`config.mk`:
```
export PLATFORM = sky130hd
export DESIGN_NAME = tank_sprite_renderer
export DESIGN_NICKNAME = d
export VERILOG_FILES = /design/src/rtl/tank_pkg.sv /design/src/rtl/tank_up_rom.sv /design/src/rtl/tank_sprite_renderer.sv
export SDC_FILE = /design/constraint.sdc
export NUM_CORES = 1
export LEC_CHECK = 0
export BUFFER_PORTS_ARGS = -buffer_cell sky130_fd_sc_hd__buf_2
export CELL_PAD_IN_SITES_DETAIL_PLACEMENT = 1
export CELL_PAD_IN_SITES_GLOBAL_PLACEMENT = 1
export CORE_AREA = 3 3 112 103
export DETAILED_ROUTE_END_ITERATION = 6
export DIE_AREA = 0 0 115 106
export PLACE_DENSITY = 0.77
export SYNTH_ARGS = -nofsm -noshare
export SYNTH_HDL_FRONTEND = slang
export SYNTH_HIERARCHICAL = 1
export SYNTH_SLANG_ARGS = --single-unit
```
`constraint.sdc`:
```
create_clock -name clk -period 2.6 [get_ports clk]
set_input_delay 0.52 -clock clk [delete_from_list [all_inputs] [get_ports clk]]
set_output_delay 0.52 -clock clk [all_outputs]
set_load 0.005 [all_outputs]
```
`src/rtl/tank_pkg.sv`:
```
// Shared types and constants for the tank sprite renderer: facings, flash FSM
// states and the per-team 12-bit palettes (index 0 of every palette is unused).
package tank_pkg;

    localparam int PKG_SPRITE_SIZE  = 32;
    localparam int PKG_NUM_TEAMS    = 4;
    localparam int PKG_IDX_W        = 2;
    localparam int PKG_FLASH_FRAMES = 16;

    localparam logic [PKG_IDX_W-1:0] TRANSPARENT_IDX = '0;

    typedef enum logic [1:0] {
        UP    = 2'd0,
        RIGHT = 2'd1,
        DOWN  = 2'd2,
        LEFT  = 2'd3
    } dir_t;

    typedef enum logic {
        IDLE  = 1'b0,
        FLASH = 1'b1
    } flash_state_t;

    // Team 0 is the player (green); colours are packed {r, g, b}.
    localparam logic [11:0] TEAM_PALETTE [PKG_NUM_TEAMS][2**PKG_IDX_W] = '{
        '{12'h000, 12'h2A2, 12'h4C4, 12'h8F8},
        '{12'h000, 12'h622, 12'hC44, 12'hF88},
        '{12'h000, 12'h226, 12'h44C, 12'h88F},
        '{12'h000, 12'h662, 12'hCC4, 12'hFF8}
    };

endpackage

```
`src/rtl/tank_up_rom.sv`:
```
// Up-facing tank image as a synchronous ROM (one-cycle read latency).
// The image is drawn on a 32x32 grid and scaled to SPRITE_SIZE.
module tank_up_rom #(
    parameter int SPRITE_SIZE = 32,
    parameter int IDX_W       = 2
) (
    input  logic                                     clk_i,
    input  logic [$clog2(SPRITE_SIZE*SPRITE_SIZE)-1:0] addr_i,
    output logic [IDX_W-1:0]                         idx_o
);

    logic [IDX_W-1:0] idx_q;

    // Later shapes paint over earlier ones: tracks, hull, turret, hatch, barrel.
    function automatic logic [IDX_W-1:0] image_idx(input int row, input int col);
        int r;
        int c;
        logic [IDX_W-1:0] idx;
        r   = (row * 32) / SPRITE_SIZE;
        c   = (col * 32) / SPRITE_SIZE;
        idx = '0;
        if (r >= 2 && r <= 29 && ((c >= 2 && c <= 7) || (c >= 24 && c <= 29)))
            idx = IDX_W'(1);
        if (r >= 6 && r <= 27 && c >= 8 && c <= 23)
            idx = IDX_W'(2);
        if (r >= 10 && r <= 19 && c >= 12 && c <= 19)
            idx = IDX_W'(3);
        if (r >= 12 && r <= 13 && c >= 17 && c <= 18)
            idx = IDX_W'(1);
        if (r <= 11 && c >= 15 && c <= 16)
            idx = IDX_W'(3);
        return idx;
    endfunction

    always_ff @(posedge clk_i) begin
        idx_q <= image_idx(int'(addr_i) / SPRITE_SIZE, int'(addr_i) % SPRITE_SIZE);
    end

    assign idx_o = idx_q;

endmodule

```
`src/rtl/tank_sprite_renderer.sv`:
```
// Per-tank pixel generator: frame-latched placement, rotated ROM fetch,
// team palette and hit-flash blink, in a 3-stage pipeline.
module tank_sprite_renderer
    import tank_pkg::*;
#(
    parameter int SPRITE_SIZE  = PKG_SPRITE_SIZE,
    parameter int NUM_TEAMS    = PKG_NUM_TEAMS,
    parameter int IDX_W        = PKG_IDX_W,
    parameter int FLASH_FRAMES = PKG_FLASH_FRAMES
) (
    input  logic                         clk,
    input  logic                         rst_n,
    input  logic                         frame_start,
    input  logic [9:0]                   tank_x,
    input  logic [9:0]                   tank_y,
    input  logic [1:0]                   dir,
    input  logic [$clog2(NUM_TEAMS)-1:0] team,
    input  logic                         hit,
    input  logic                         pix_valid,
    input  logic [9:0]                   draw_x,
    input  logic [9:0]                   draw_y,
    output logic                         out_valid,
    output logic                         opaque,
    output logic [3:0]                   red,
    output logic [3:0]                   green,
    output logic [3:0]                   blue,
    output logic                         flashing
);

    localparam int LW = $clog2(SPRITE_SIZE);
    localparam int AW = $clog2(SPRITE_SIZE * SPRITE_SIZE);
    localparam int TW = $clog2(NUM_TEAMS);
    localparam int CW = $clog2(FLASH_FRAMES + 1);
    localparam logic [LW-1:0] S = LW'(SPRITE_SIZE - 1);

    logic [9:0]    x_l_q, y_l_q;
    dir_t          dir_l_q;
    logic [TW-1:0] team_l_q;

    flash_state_t  state_q, state_d;
    logic [CW-1:0] cnt_q, cnt_d;

    logic signed [10:0] u, v;
    logic               in_box;
    logic [LW-1:0]      lu, lv, row, col;
    logic [AW-1:0]      addr_d;

    logic [AW-1:0]    addr_q;
    logic             in_box1_q, blink1_q, valid1_q;
    logic [TW-1:0]    team1_q;
    logic             in_box2_q, blink2_q, valid2_q;
    logic [TW-1:0]    team2_q;
    logic [IDX_W-1:0] rom_idx;

    logic        opaque_d, opaque_q, out_valid_q;
    logic [11:0] rgb_d, rgb_q;

    always_ff @(posedge clk) begin
        if (!rst_n) begin
            x_l_q    <= '0;
            y_l_q    <= '0;
            dir_l_q  <= UP;
            team_l_q <= '0;
        end else if (frame_start) begin
            x_l_q    <= tank_x;
            y_l_q    <= tank_y;
            dir_l_q  <= dir_t'(dir);
            team_l_q <= team;
        end
    end

    always_ff @(posedge clk) begin
        if (!rst_n) begin
            state_q <= IDLE;
            cnt_q   <= '0;
        end else begin
            state_q <= state_d;
            cnt_q   <= cnt_d;
        end
    end

    // A hit reload takes priority over a same-cycle frame decrement.
    always_comb begin
        state_d = state_q;
        cnt_d   = cnt_q;
        if (hit) begin
            state_d = FLASH;
            cnt_d   = CW'(FLASH_FRAMES);
        end else if (state_q == FLASH && frame_start) begin
            cnt_d = cnt_q - CW'(1);
            if (cnt_q == CW'(1))
                state_d = IDLE;
        end
    end

    // Local coordinates are signed so boxes hanging off the left/top never wrap.
    always_comb begin
        u      = signed'({1'b0, draw_x}) - signed'({1'b0, x_l_q});
        v      = signed'({1'b0, draw_y}) - signed'({1'b0, y_l_q});
        in_box = !u[10] && !v[10] &&
                 (u[9:0] < 10'(SPRITE_SIZE)) && (v[9:0] < 10'(SPRITE_SIZE));
        lu     = u[LW-1:0];
        lv     = v[LW-1:0];
        row    = lv;
        col    = lu;
        case (dir_l_q)
            UP:    begin row = lv;     col = lu;     end
            RIGHT: begin row = S - lu; col = lv;     end
            DOWN:  begin row = S - lv; col = S - lu; end
            LEFT:  begin row = lu;     col = S - lv; end
            default: ;
        endcase
        addr_d = AW'(int'(row) * SPRITE_SIZE + int'(col));
    end

    tank_up_rom #(
        .SPRITE_SIZE(SPRITE_SIZE),
        .IDX_W      (IDX_W)
    ) u_rom (
        .clk_i (clk),
        .addr_i(addr_q),
        .idx_o (rom_idx)
    );

    always_comb begin
        opaque_d = valid2_q && in_box2_q && (rom_idx != IDX_W'(TRANSPARENT_IDX));
        rgb_d    = '0;
        if (opaque_d)
            rgb_d = blink2_q ? 12'hFFF : TEAM_PALETTE[team2_q][rom_idx];
    end

    // Side-band bits ride alongside the ROM read so they line up with its data.
    always_ff @(posedge clk) begin
        if (!rst_n) begin
            addr_q      <= '0;
            in_box1_q   <= 1'b0;
            team1_q     <= '0;
            blink1_q    <= 1'b0;
            valid1_q    <= 1'b0;
            in_box2_q   <= 1'b0;
            team2_q     <= '0;
            blink2_q    <= 1'b0;
            valid2_q    <= 1'b0;
            out_valid_q <= 1'b0;
            opaque_q    <= 1'b0;
            rgb_q       <= '0;
        end else begin
            addr_q      <= addr_d;
            in_box1_q   <= in_box;
            team1_q     <= team_l_q;
            blink1_q    <= cnt_q[1];
            valid1_q    <= pix_valid;
            in_box2_q   <= in_box1_q;
            team2_q     <= team1_q;
            blink2_q    <= blink1_q;
            valid2_q    <= valid1_q;
            out_valid_q <= valid2_q;
            opaque_q    <= opaque_d;
            rgb_q       <= rgb_d;
        end
    end

    assign out_valid = out_valid_q;
    assign opaque    = opaque_q;
    assign red       = rgb_q[11:8];
    assign green     = rgb_q[7:4];
    assign blue      = rgb_q[3:0];
    assign flashing  = (state_q == FLASH);

endmodule

```
[Word level (Yosys, flattened, before mapping)]
Index checks and enable logic that the tools add are counted.
Widths: inputs -> output; s select.
Word-level totals
  word-level logic and storage cells: 109
  output and inout port bits: 15
  bits in registers: 66
Cells by class
  equality and inequality tests: 4
  bitwise operators: 3
  order comparisons: 25
  add/subtract/negate cells: 6
  mux-type cells: 18
  reduce and logical (&&, ||, !) cells: 32
Operator list (number)
  $bmux 48 s2: 1
  $mux 48: 2
  $le 5x5->1 const B: 8
  $pmux 5 s4: 2
  $mux 12: 3
  $ge 5x4->1 const B: 5
  $bmux 12 s2: 1
  $sub 10x10->11: 2
  $logic_and 1x1->1: 21
  $lt 10x6->1 const B: 2
  $add 10x5->10: 1
  $ge 5x2->1 const B: 2
  $ge 5x5->1 const B: 2
  $le 5x4->1 const B: 2
  $mux 5: 2
  $sub 5x5->5 const A: 2
  $ge 3x3->1 const B: 2
  $mux 2: 3
  $not 2->3: 2
  $reduce_bool 2->1: 3
  $eq 5x1->1 const B: 1
  $ge 5x3->1 const B: 1
  $le 5x3->1 const B: 1
  $sub 5x1->5 const B: 1
  10 further kinds: 16

[Logic depth before layout (Yosys ltp)]
Gate-level depths: netlist of run 1.
  depth in word-level cells: 8
  gate-level depth with buffers: 9
  gate-level depth less buffers: 9

[Modules after synthesis]
The synthesis of run 1 kept the hierarchy.
Modules (own cells, without submodules)
  tank_sprite_renderer: times used 1, sequential area each 1281.2 um2, area an instance 3353.2 um2, cells an instance 385
  tank_up_rom: times used 1, sequential area each 40.0 um2, area an instance 254.0 um2, cells an instance 32

[Worst setup path after synthesis of run 1]
Ideal clock, no wire load.
  path type: input-to-reg
  start point: input port draw_y[0]
  end point: register in_box1_q
  library setup time: 0.088 ns
  path slack: 0.317 ns
  arrival: 2.196 ns
  required time: 2.512 ns
  stages on the path: 9
  cell sequence: inv_1 ha_1 fa_1 nor2b_1 o2111ai_1 and2_1 o31ai_1 nand4_1 nor4_2
On the way
  cells in the longest elaborated chain, start to end: 5
  elaborated cells between the ends (all ways): 6
  those cells by class: add/sub (1); order compare (1); reduce/logical (4)
RTL lines
  start, declared: RTL line tank_sprite_renderer.sv:21  | input logic [9:0] draw_y,
  $sub 10x10->11 (*): RTL line tank_sprite_renderer.sv:99  | v = signed'({1'b0, draw_y}) - signed'({1'b0, y_l_q});
  branches (longest 3 deep; another with $lt 10x6->1)
  $logic_and 1x1->1 (*): RTL line tank_sprite_renderer.sv:101  | (u[9:0] < 10'(SPRITE_SIZE)) && (v[9:0] < 10'(SPRITE_SIZE));
  end signal, assigned: RTL line tank_sprite_renderer.sv:149  | in_box1_q <= in_box;
  end, declared: RTL line tank_sprite_renderer.sv:49  | logic in_box1_q, blink1_q, valid1_q;
Every way passes the cells marked *.
A chain may end at the register's enable or synchronous reset.

[Worst setup path after layout of run 1]
  start point: register y_l_q[0]
  end point: register in_box1_q
On the way
  cells in the longest elaborated chain, start to end: 5
  elaborated cells between the ends (all ways): 6
  those cells by class: add/sub (1); order compare (1); reduce/logical (4)
RTL lines
  start, declared: RTL line tank_sprite_renderer.sv:36  | logic [9:0] x_l_q, y_l_q;
  start signal, assigned: RTL line tank_sprite_renderer.sv:66  | y_l_q <= tank_y;
  $sub 10x10->11 (*): RTL line tank_sprite_renderer.sv:99
  branches (longest 3 deep; another with $lt 10x6->1)
  $logic_and 1x1->1 (*): RTL line tank_sprite_renderer.sv:101
Marks and branches as above.

==> impl_results.md, run 1 <==
* Status: completed
* GR Util All Layers at 0.153
* Syn Nets at ~490
* Horiz. Die Dim at between 100 and 150 um
* Cts repair resizes at 0
* Starting Density at 0.345
* PD cells at about 720 nW/um^2
* CTS clk-pin slew, worst paths at around 0.060 ns
* Die area at between 10000 and 15000 sq um
* Worst Path Max Fanout at 3
* Fin nets at 550
* Pre-antenna DRT Iters at 4
* Fillers at roughly 1300
* DR vias/cell at approximately 5.1
* Post-Syn Area per Cell at slightly below 9 sq um
* CTS H-tree lvls at 3
* N_diodes at 0
* Total CTS buffers at 9
* CP Capture Type: flop
* RSZ-0062 raised after global routing: no
* Final Wtd Congestion at ~0.80
* Post-Synthesis Cells at about 410
* Detailed-route DRC error count at 0
* # rows at 35
* Setup Total Neg Slack at 0 ns
* IO buf count at 63
* Final WL at a little under 9000 um
* Peak Freq at roughly 450 MHz
* Tmin final at roughly 2.2 ns
* Crit Path Category: reg2reg
* CTS tree: done
* Half-perimeter wire length after placement at approximately 6500 um
* Post-CTS Hold Fix Bufs at 0
* Post-DRT Antenna Nets at 0
* CP Data Required Time at 2.85 ns
* Max cap viols at 0
* Maximum vdd drop at about 0.00036 V
* TritonCTS sink count at 65
* Layout Skew at around 0.0054 ns
* WL/cell at roughly 14 um
* Initial drt markers at around 160
* Syn. warnings at 6
* Worst Tran Pin Value at 0.702 ns
* Fraction of layout cells with a size suffix above 1 at 0.186
* Leakage at 1.95 nW
* First-pass GRT wire length at ~15000 um
* Tcrit/Tclk final at 0.861
* CP Launch Type: flop
* Initial antenna violation count at 0
* Largest net degree at the start of global routing at 37
* Number of I/O pins at 64
* Final hold viol count at 0
* CTS root buf: clkbuf_16
* Gr ovfl total at 0
* Synthesized cell area at ~3600 sq um
* Most common cell after layout, fill and taps aside: dfxtp_1
* Clock Latency Late Sink at around 0.33 ns
* Worst hold path class: in2reg
* Relative slew slack at 0.520
* Clock Tree Buf Depth at 2
* Slew Viols, Final at 0
* Total Power at about 3.2 mW
* Die height at between 100 and 150 um
* Commonest non-fill, non-tap cells in the layout: dfxtp_1 (65), buf_2 (63), nor2_1 (58), inv_1 (35), mux2i_1 (26)
* Final setup viols at 0
* # Post-CTS Setup Buffers at 0
* Core region area at 10300 sq um
* Vias in the first global route at between 3000 and 4000
* Critical path arrival at between 2 and 2.5 ns
* Layout area overhead at 22.1%
* Vias at about 3100
-- routing by layer --
metal | GRT usage | part of all wire
met4 | 0.0562 | 0.018
met1 | 0.166 | 0.42
met3 | 0.0438 | 0.039
met5 | 0 | 0
met2 | 0.280 | 0.52
-- critical path: stages (launching register included) --
cell and delay (ns):
dfxtp_1 0.31, ha_1 0.20, fa_1 0.41, nor2b_1 0.18, o2111ai_1 0.17, and2_1 0.22, o31ai_1 0.27, nand4_1 0.15
nor4_2 0.26
-- final timing paths --
check                                      startpoint               endpoint  slack (ns)  cells after the start
worst min register to register  team1_q[1]$_SDFF_PN0_  team2_q[1]$_SDFF_PN0_        0.44                      1
worst min-delay path                        pix_valid    valid1_q$_SDFF_PN0_        0.41                      2
worst max-delay path            y_l_q[0]$_SDFFE_PN0P_   in_box1_q$_SDFF_PN0_        0.36                      8
worst max register to register  y_l_q[0]$_SDFFE_PN0P_   in_box1_q$_SDFF_PN0_        0.36                      8
-- sequential cells by signal (all words and copies together), names as in the netlist, 2 cells and up --
name / flops
u_rom/idx_o: 2
rgb_q: 12
team2_q: 2
team_l_q: 2
y_l_q: 10
cnt_q: 5
dir_l_q: 2
team1_q: 2
addr_q: 9
x_l_q: 10
-- area by class of cell --
type                    count  area [sq um]  area share
clock buffers              10           229      0.0526
inverters                  37           139      0.0319
well taps                 129           161      0.0371
multi-input cells         296          2060       0.474
repair buffers             65           330      0.0759
flip-flops and latches     65          1300       0.299
clock inverters             5           129      0.0296
-- per-stage QoR --
| step | std cells | area [sq um] | hold WS (ns) | utilization | worst slack (ns) |
|---|---|---|---|---|---|
| 2_1_floorplan | 412 | 3570 | 0.412 | - | 0.317 |
| 3_3_place_gp | 592 | 4000 | 0.415 | 0.387 | 0.0836 |
| 3_5_place_dp | 592 | 4000 | 0.421 | 0.387 | 0.0271 |
| 4_1_cts | 607 | 4350 | 0.402 | 0.421 | 0.337 |
| 5_1_grt | 607 | 4350 | 0.402 | 0.421 | 0.201 |
| 6_report | 607 | 4350 | 0.411 | 0.421 | 0.361 |
-- report_power, final --
part / internal (mW) / switching, mW / total (mW)
clock network: 1.03 / 0.438 / 1.47
logic: 0.249 / 0.298 / 0.547
registers: 1.06 / 0.0822 / 1.14
total: 2.34 / 0.818 / 3.15
Note: power is estimated with default switching activity, not from simulation.
==> run 2, diff against run 1 <==
--- a/config.mk
+++ b/config.mk
@@ -5,12 +5,13 @@
 export SDC_FILE = /design/constraint.sdc
 export NUM_CORES = 1
 export LEC_CHECK = 0
-export BUFFER_PORTS_ARGS = -buffer_cell sky130_fd_sc_hd__buf_2
+export BUFFER_PORTS_ARGS = -buffer_cell sky130_fd_sc_hd__clkbuf_2
 export CELL_PAD_IN_SITES_DETAIL_PLACEMENT = 1
 export CELL_PAD_IN_SITES_GLOBAL_PLACEMENT = 1
 export CORE_AREA = 3 3 112 103
 export DETAILED_ROUTE_END_ITERATION = 6
 export DIE_AREA = 0 0 115 106
+export GPL_TIMING_DRIVEN = 0
 export PLACE_DENSITY = 0.77
 export SYNTH_ARGS = -nofsm -noshare
 export SYNTH_HDL_FRONTEND = slang
==> impl_results.md, run 2 (same netlist as run 1, synthesis figures left out) <==
* Layout Skew at 0.00467 ns (was 0.00540 ns)
* Number of I/O pins at 64 (unchanged)
* Initial antenna violation count at 0 (unchanged)
* Tcrit/Tclk final at 0.887 (was 0.861)
* Sw Share at 0.300 (was 0.259)
* Detailed-route DRC error count at 0 (unchanged)
* Post-DRT Antenna Nets at 0 (unchanged)
* Maximum vdd drop at 0.000289 V (was 0.000358 V)
* CTS tree: done (unchanged)
* Worst Setup SP: y_l_q[0]$_SDFFE_PN0P_ (unchanged)
* Fin nets at 562 (was 550)
* Clock share of power at 0.395 (was 0.465)
* Gr ovfl total at 0 (unchanged)
* Largest regs: rgb_q (12), x_l_q (10), y_l_q (10) (unchanged)
* RR Startpoint: y_l_q[0]$_SDFFE_PN0P_ (unchanged)
* Critical path arrival at 2.55 ns (was 2.49 ns)
* CTS root buf: clkbuf_16 (unchanged)
* Final WL at 8610 um (was 8770 um)
* Initial drt markers at 89 (was 159)
* Most common cell after layout, fill and taps aside: dfxtp_1 (unchanged)
* Horiz. Die Dim at 115 um (unchanged)
* Largest net degree at the start of global routing at 13 (was 37)
* Reg area at 1300 sq um (unchanged)
* WHS Path Cells at 2 (unchanged)
* Commonest non-fill, non-tap cells in the layout: dfxtp_1 (65), clkbuf_2 (63), nor2_1 (58), inv_1 (35), mux2i_1 (26) (was dfxtp_1 (65), buf_2 (63), nor2_1 (58), inv_1 (35), mux2i_1 (26))
* First-pass GRT wire length at 14300 um (was 15100 um)
* Die area at 12200 sq um (unchanged)
* Slew Viols, Final at 0 (unchanged)
* Worst Path Max Fanout at 3 (unchanged)
* Flop2flop setup slack at 0.29 ns (was 0.36 ns)
* Half-perimeter wire length after placement at 6830 um (was 6480 um)
* Worst Slack Setup Final at 0.293 ns (was 0.361 ns)
* Leakage at 1.92 nW (was 1.95 nW)
* Final hold viol count at 0 (unchanged)
* IO buf count at 63 (unchanged)
* Vias at 3117 (was 3078)
* Reg power frac at 0.397 (was 0.362)
* CP Launch Type: flop (unchanged)
* Util after Layout at 0.418 (was 0.421)
* Post-CTS Hold Fix Bufs at 0 (unchanged)
* CTS clk-pin slew, worst paths at 0.06 ns (about the same)
* Post-layout instance area at 4320 sq um (was 4350 sq um)
* Tmin final at 2.31 ns (was 2.24 ns)
* WL/cell at 13.9 um (was 14.4 um)
* GR Util All Layers at 0.147 (was 0.153)
* Clock Latency Late Sink at 0.34 ns (was 0.33 ns)
* Biggest register: rgb_q (unchanged)
* Worst Tran Pin Value at 0.786 ns (was 0.702 ns)
* # Post-CTS Setup Buffers at 0 (unchanged)
* Die height at 106 um (unchanged)
* Layout area overhead at 21.1% (was 22.1%)
* Fillers at 1255 (was 1258)
* Max FFs per register at 12 (unchanged)
* Logic gate share of total power at 0.208 (was 0.173)
* Relative slew slack at 0.476 (was 0.520)
* Max cap viols at 0 (unchanged)
* Pint at 1.96 mW (was 2.34 mW)
* Worst Setup EP: in_box1_q$_SDFF_PN0_ (unchanged)
* N_diodes at 0 (unchanged)
* Area occupied by multi-input gates at 2060 sq um (unchanged)
* Final setup viols at 0 (unchanged)
* Switching pwr at 841 uW (was 818 uW)
* Reg-to-reg endpoint: in_box1_q$_SDFF_PN0_ (unchanged)
* TritonCTS sink count at 65 (unchanged)
* Clock Tree Buf Depth at 2 (unchanged)
* Fraction of layout cells with a size suffix above 1 at 0.185 (was 0.186)
* Worst hold path class: in2reg (unchanged)
* Vias in the first global route at 3211 (was 3285)
* Core region area at 10300 sq um (unchanged)
* Placed instance area at 4040 sq um (was 4000 sq um)
* Final Wtd Congestion at 0.810 (was 0.805)
* Starting Density at 0.345 (unchanged)
* Cts repair resizes at 0 (unchanged)
* Total CTS buffers at 9 (unchanged)
* CP Data Required Time at 2.84 ns (was 2.85 ns)
* Status: completed (unchanged)
* Pre-antenna DRT Iters at 4 (unchanged)
* Peak Freq at 433 MHz (was 447 MHz)
* DR vias/cell at 5.03 (was 5.07)
* Min Hold Slack at 0.410 ns (was 0.411 ns)
* Cell count of the worst reg-to-reg path at 8 (unchanged)
* Worst slack, placed at -0.0687 ns (was 0.0271 ns)
* PD cells at 649 nW/um^2 (was 725 nW/um^2)
* CTS H-tree lvls at 3 (unchanged)
* # rows at 35 (unchanged)
* RSZ-0062 raised after global routing: no (unchanged)
* CP Capture Type: flop (unchanged)
* Crit Path Category: reg2reg (unchanged)
* Total Power at 2.80 mW (was 3.15 mW)
==> run 2: changes by cell type in the layout (fill, tap and decap cells not counted), moves of 2 or more <==
| cell | previous run | this run |
|---|---|---|
| clkbuf_2 | 0 | 63 |
| clkinvlp_4 | 0 | 3 |
| buf_2 | 63 | 2 |
| bufinv_16 | 4 | 0 |
| clkbuf_1 | 1 | 7 |
| buf_1 | 0 | 5 |
| buf_4 | 2 | 0 |
==> run 2: power groups by stage <==
| stage | clock (mW) | sequential (mW) | combinational (mW) |
|---|---|---|---|
| 2_1_floorplan | 0 | 1.12 | 0.433 |
| 3_3_place_gp | 0 | 1.13 | 0.558 |
| 3_5_place_dp | 0 | 1.13 | 0.581 |
| 4_1_cts | 1.15 | 1.11 | 0.588 |
| 5_1_grt | 1.19 | 1.12 | 0.659 |
| 6_report | 1.11 | 1.11 | 0.582 |
==> run 2: final cells by class <==
class,count,area share
inverters,37,0.0322
flip-flops and latches,65,0.301
well taps,129,0.0374
clock inverters,6,0.0104
plain buffers,14,0.0145
repair buffers,63,0.0730
clock buffers,10,0.0530
multi-input cells,296,0.478
==> run 2: through the flow <==
stage | TNS (ns) | cells
floorplan | 0 | 412
global placement | -0.0786 | 604
detailed placement | -0.0687 | 604
CTS | 0 | 620
global route | 0 | 620
finish | 0 | 620
==> run 2: worst min-delay path by stage <==
stage                                        to                   from  slack [ns]
after floorplan             blink2_q$_SDFF_PN0_    blink1_q$_SDFF_PN0_        0.41
after global placement    team2_q[0]$_SDFF_PN0_  team1_q[0]$_SDFF_PN0_        0.42
after detailed placement  team2_q[0]$_SDFF_PN0_  team1_q[0]$_SDFF_PN0_        0.43
after CTS                   valid1_q$_SDFF_PN0_              pix_valid        0.40
after global routing        valid1_q$_SDFF_PN0_              pix_valid        0.42
final                       valid1_q$_SDFF_PN0_              pix_valid        0.41
==> run 2: critical path, cell delays in order, from the launching register on <==
cell	delay (ns)
dfxtp_1	0.31
ha_1	0.21
fa_1	0.42
nor2b_1	0.18
o2111ai_1	0.18
and2_1	0.22
o31ai_1	0.25
nand4_1	0.14
nor4_2	0.31
==> run 2: layer usage <==
metal | GRT usage | vias to the layer above | wire length [um]
met3 | 0.0415 | 17 | 306
met4 | 0.0712 | 0 | 217
li1 | - | 1578 | -
met5 | 0 | - | 0
met2 | 0.260 | 53 | 4390
met1 | 0.159 | 1469 | 3700
